--- src/rtl/seg_pipe_adder.sv ---
// rtl/seg_pipe_adder.sv - segmented pipelined add/subtract, one SEG-bit slice per stage
// Resolved low bits grow stage by stage while unresolved high operand bits shrink as a skew buffer.
module seg_pipe_adder #(
    parameter int WIDTH = 16,
    parameter int SEG   = 4
) (
    input  logic             clk,
    input  logic             reset,
    input  logic             in_valid,
    output logic             in_ready,
    input  logic [WIDTH-1:0] a,
    input  logic [WIDTH-1:0] b,
    input  logic             cin,
    input  logic             op_sub,
    output logic             out_valid,
    input  logic             out_ready,
    output logic [WIDTH:0]   sum
);

    localparam int NSEG = WIDTH / SEG;

    logic             en;
    logic [WIDTH-1:0] b_eff;
    logic             c0;

    // Whole pipe advances together; a full output slot with no taker freezes every stage.
    assign en       = !out_valid || out_ready;
    assign in_ready = en && !reset;
    assign b_eff    = op_sub ? ~b : b;
    assign c0       = op_sub | cin;

    for (genvar k = 0; k < NSEG; k++) begin : g_stg
        localparam int LO = k * SEG;
        localparam int RW = LO + SEG;
        localparam int UW = WIDTH - LO;

        logic          v_in;
        logic          c_in;
        logic [UW-1:0] a_in;
        logic [UW-1:0] b_in;
        logic [SEG:0]  seg_sum;
        logic [RW-1:0] res_nxt;

        logic          v_q;
        logic          c_q;
        logic [RW-1:0] res_q;

        if (k == 0) begin : g_first
            assign v_in    = in_valid;
            assign c_in    = c0;
            assign a_in    = a;
            assign b_in    = b_eff;
            assign res_nxt = seg_sum[SEG-1:0];
        end else begin : g_next
            assign v_in    = g_stg[k-1].v_q;
            assign c_in    = g_stg[k-1].c_q;
            assign a_in    = g_stg[k-1].g_skew.a_q;
            assign b_in    = g_stg[k-1].g_skew.b_q;
            assign res_nxt = {seg_sum[SEG-1:0], g_stg[k-1].res_q};
        end

        assign seg_sum = {1'b0, a_in[SEG-1:0]} + {1'b0, b_in[SEG-1:0]} + {{SEG{1'b0}}, c_in};

        // Data registers only load on a valid slot so the last result is held through bubbles.
        always_ff @(posedge clk) begin
            if (reset) begin
                v_q   <= 1'b0;
                c_q   <= 1'b0;
                res_q <= '0;
            end else if (en) begin
                v_q <= v_in;
                if (v_in) begin
                    c_q   <= seg_sum[SEG];
                    res_q <= res_nxt;
                end
            end
        end

        if (k < NSEG - 1) begin : g_skew
            logic [UW-SEG-1:0] a_q;
            logic [UW-SEG-1:0] b_q;

            always_ff @(posedge clk) begin
                if (reset) begin
                    a_q <= '0;
                    b_q <= '0;
                end else if (en && v_in) begin
                    a_q <= a_in[UW-1:SEG];
                    b_q <= b_in[UW-1:SEG];
                end
            end
        end
    end

    assign out_valid = g_stg[NSEG-1].v_q;
    assign sum       = {g_stg[NSEG-1].c_q, g_stg[NSEG-1].res_q};

endmodule

--- config.mk ---
export PLATFORM = sky130hd
export DESIGN_NAME = seg_pipe_adder
export DESIGN_NICKNAME = d
export VERILOG_FILES = /design/src/rtl/seg_pipe_adder.sv
export SDC_FILE = /design/constraint.sdc
export NUM_CORES = 1
export LEC_CHECK = 0
export BUFFER_PORTS_ARGS = -buffer_cell sky130_fd_sc_hd__buf_2
export CAP_MARGIN = 20
export CORE_MARGIN = 3
export CORE_UTILIZATION = 25
export CTS_BUF_LIST = sky130_fd_sc_hd__clkbuf_4 sky130_fd_sc_hd__clkbuf_8
export DETAILED_ROUTE_END_ITERATION = 12
export HOLD_SLACK_MARGIN = 0.12
export PLACE_DENSITY = 0.4
export SETUP_SLACK_MARGIN = 0.1
export SLEW_MARGIN = 10
export SYNTH_ARGS = -nofsm -noshare
export SYNTH_HDL_FRONTEND = slang
export SYNTH_SLANG_ARGS = --single-unit
export TNS_END_PERCENT = 20
--- constraint.sdc ---
create_clock -name clk -period 3 [get_ports clk]
set_clock_uncertainty 0.1 [all_clocks]
set_input_delay 0.6 -clock clk [delete_from_list [all_inputs] [get_ports clk]]
set_output_delay 0.6 -clock clk [all_outputs]
set_load 0.05 [all_outputs]
* After elaboration in Yosys (flattened, before gate mapping) *
Index checks and enable logic that the tools add are counted.
W data, S select, Z words.

operators by class
  add/sub/neg operators = 8
  mux-type cells = 1
  bitwise logic cells = 2
  reductions and logical operators = 11

operators with widths
  kind                 number
  $add A4 B4 Y5        4
  $add A5 B1 Y5        4
  $mux W16             1
  $not A16 Y16         1
  $reduce_and A2 Y1    4
  $logic_and A1 B1 Y1  4
  $logic_not A1 Y1     2
  $logic_or A1 B1 Y1   1
  $or A1 B1 Y1         1

word-level totals
  bits of input ports = 38
  logic and storage cells = 40
  register bits = 96
  output and inout bits = 19

* Longest topological paths before layout *
  word-level depth = 4
  depth in mapped cells = 8

* Least setup slack after synthesis *
No wires, ideal clock.

  path kind = input to register
  from = input port op_sub
  to = register g_stg[0].c_q
  slack = 0.357 ns
  arrival time = 2.409 ns
  setup time = 0.134 ns
  data required time = 2.766 ns
  stages on the path = 8
  path through = buf_4 buf_4 or2_2 fa_1 fa_1 a21o_1 a21oi_1 a211oi_1

on the way
  longest elaborated chain between the ends = 3

ends and longest elaborated chain
  item                  line  source
  start, declared       14    input logic op_sub,
  $mux W16              29    assign b_eff = op_sub ? ~b : b;
  $add A4 B4 Y5         62    assign seg_sum = {1'b0, a_in[SEG-1:0]} + {1'b0, b_in[SEG-1:0]} + {{SEG{1'b0}}, c_in};
  $add A5 B1 Y5 *       62
  end signal, assigned  73    c_q <= seg_sum[SEG];
  end, declared         45    logic c_q;

Mark *: on every way between the ends. The rest lies on a longest branch, timed or not.
A chain may end at the register's enable or synchronous reset.

* Worst setup path in the final report *
Same ends and word-level chain as after synthesis.

==> flow_summary.json <==
{
  "grt_pass1_wl_microns": 18500,
  "slowest_delay_ps": 410,
  "yosysMostFrequentCell": "a21oi_1",
  "cts_resized": 0,
  "clock_latency_ps": 380,
  "vdd_drop_max_mv": 0.2424,
  "hold_viol_final": 0,
  "synth.distinct_cells": 30,
  "layout.nets": 585,
  "dp_hpwl_microns": 7388,
  "setup_tns_ps": 0,
  "max_cap_viol_count": 0,
  "slew-limit-headroom": 0.3852,
  "cts.sinks": 96,
  "crit_path_frequent_cell": "fa_1",
  "final_core_util": 0.2944,
  "h-tree-depth": 3,
  "post-cts-setup-buffers": 0,
  "critPathBufInv": 1,
  "avgRoutedWirePerCell_microns": 14.81,
  "drv_slew": 0,
  "min_period_ps": 2150,
  "synth_top_area_frac": 0.4376,
  "cp-start-kind": "input port",
  "row_count": 47,
  "finalPower_uw": 2599,
  "vias": 3549,
  "drive_above_1_share": 0.1692,
  "drc": 0,
  "syn2layout_area_growth_pct": 13.13,
  "synth-async-reset-ratio": 0,
  "fp.dieW_microns": 138.5,
  "core_sq_um": 16880,
  "synth_nets": 559,
  "placed_area_sq_um": 4740,
  "cts_root_buffer": "clkbuf_8",
  "die_area_sq_um": 19190,
  "yosysTopAreaCell": "dfxtp_1",
  "globalplace.congestion": 0.7571,
  "antennaDiodeCount": 0,
  "rsz0062_at_grt": "no",
  "grt_pass1_vias": 3453,
  "tritoncts": "built",
  "cp.required_ps": 3120,
  "via_per_inst": 4.719,
  "cp-end-kind": "flip-flop",
  "ys_warn_count": 0,
  "synth_edf_count": 0,
  "crit_slowest_cell": "fa_1",
  "avgSynthCellArea_sq_um": 8.766,
  "clock_path_buffers": 2,
  "outcome": "finished clean",
  "synth_common_cells": "97 x a21oi_1, 96 x dfxtp_1, 72 x nand3_1, 69 x o21ai_0, 20 x a211oi_1",
  "overflow": 0,
  "grt_usage": 0.1170,
  "start_util": 0.2602,
  "seq_area_frac_synth": 0.4376,
  "first_pass_iters": 4,
  "ys_seq_elements": 96,
  "cts_buffers": 9,
  "detail-route-antenna-nets": 0,
  "criticalPathCategory": "input port to flip-flop",
  "synthCells": 501,
  "powerDensity_nw_per_um2": 523.1,
  "crit_family": "adder cells",
  "tightest_slew_ps": 918.7,
  "die_h_microns": 138.5,
  "p_leak_uw": 0.001794,
  "drt_iter0_drc": 288,
  "max_freq_mhz": 465.1,
  "design_area_sq_um": 4969,
  "port_buffers": 56,
  "worstPathCellList": "buf_2 -> or2_2 -> fa_1 -> fa_1 -> a21o_1 -> a21oi_1 -> a211oi_1",
  "path_max_fanout": 3,
  "fin_crit_sh": 0.7168,
  "holdBufCountCts": 0,
  "boundaryPins": 57,
  "synth_top_flop_cell": "dfxtp_1",
  "hold_class": "flip-flop to flip-flop",
  "worstPathArrival_ps": 2270,
  "syn_area_sq_um": 4392,
  "path_clk_slew_ps": 90,
  "setup_viol": 0,
  "ys_top_cells_by_area": "dfxtp_1 44%, a21oi_1 11%, nand3_1 8.2%",
  "antenna_found_initial": 0,
  "grt_max_degree": 96,
  "routed_wl_microns": 11140
}
-- flip-flops by register name, indices dropped and copies added, names as in the netlist --
signal            count
g_stg.c_q             4
g_stg.g_skew.a_q     24
g_stg.g_skew.b_q     24
g_stg.res_q          40
g_stg.v_q             3
out_valid             1
-- final timing paths --
path	from	to	slack, ps	depth (start not counted)
setup / recovery	op_sub	g_stg[0].c_q	850	7
hold / removal	g_stg[0].g_skew.a_q[4]	g_stg[1].g_skew.a_q[0]	370	2
setup reg to reg	out_valid	g_stg[0].res_q[3]	1090	4
hold reg to reg	g_stg[0].g_skew.a_q[4]	g_stg[1].g_skew.a_q[0]	370	2
-- final cells by class --
class | instances | area [sq um]
Sequential cell | 96 | 1922
Clock inverter | 6 | 91.34
Timing Repair Buffer | 66 | 380.4
Multi-Input combinational cell | 344 | 2125
Inverter | 10 | 37.54
Fill cell | 1808 | 11910
Clock buffer | 10 | 137.6
Tap cell | 220 | 275.3
-- metal layers --
| metal | track usage | routed length [microns] | up-vias |
|---|---|---|---|
| met4 | 0.02652 | 98 | 0 |
| met3 | 0.03759 | 520 | 7 |
| met5 | 0 | 0 | - |
| li1 | - | - | 1848 |
| met2 | 0.1673 | 4626 | 79 |
| met1 | 0.1715 | 5894 | 1615 |
-- power breakdown --
group / internal (uW) / total, uW / switching, uW
registers: 1320 / 1350 / 30.6
logic: 110 / 271 / 162
clock network: 495 / 974 / 479
-- stage by stage --
step / worst slack [ps] / hold WS (ps) / cells
4_1_cts: 851.1 / 365.0 / 752
3_5_place_dp: 437.9 / 354.2 / 736
5_1_grt: 800.3 / 372.9 / 752
2_1_floorplan: 356.6 / 340.3 / 501
3_3_place_gp: 454.6 / 354.8 / 736
6_report: 849.7 / 368.9 / 752
-- placed cells by master (no fill, tap or decap), drive strengths merged, types with 8 or more instances in the layout --
cell type	synthesis	layout
clkbuf	21	10
a21oi	97	97
nand3	72	72
ha	12	12
nand2	10	10
o21ai	70	70
dfxtp	96	96
fa	8	8
a211oi	20	20
xnor2	15	15
buf	30	66
inv	10	11
-- tightest hold or removal path, delay by kind of cell, from the launching register on --
| family | cells | cell delay (ps) |
|---|---|---|
| compound gates | 1 | 50 |
| flops | 1 | 320 |
| simple gates | 1 | 60 |
-- logic make-up (layout without fill, tap and decap cells) --
| kind of cell | after synthesis | count (layout) | share of synthesized area |
|---|---|---|---|
| AOI/OAI and AO/OA | 197 | 197 | 0.2462 |
| xor gates and xnor gates | 20 | 20 | 0.03989 |
| DFF | 96 | 96 | 0.4376 |
| and+or+nand+nor | 107 | 107 | 0.1265 |
| adders and majority gates | 20 | 20 | 0.07065 |
| buffers and inverters | 61 | 92 | 0.07920 |
Note: power is estimated with default switching activity, not from simulation.
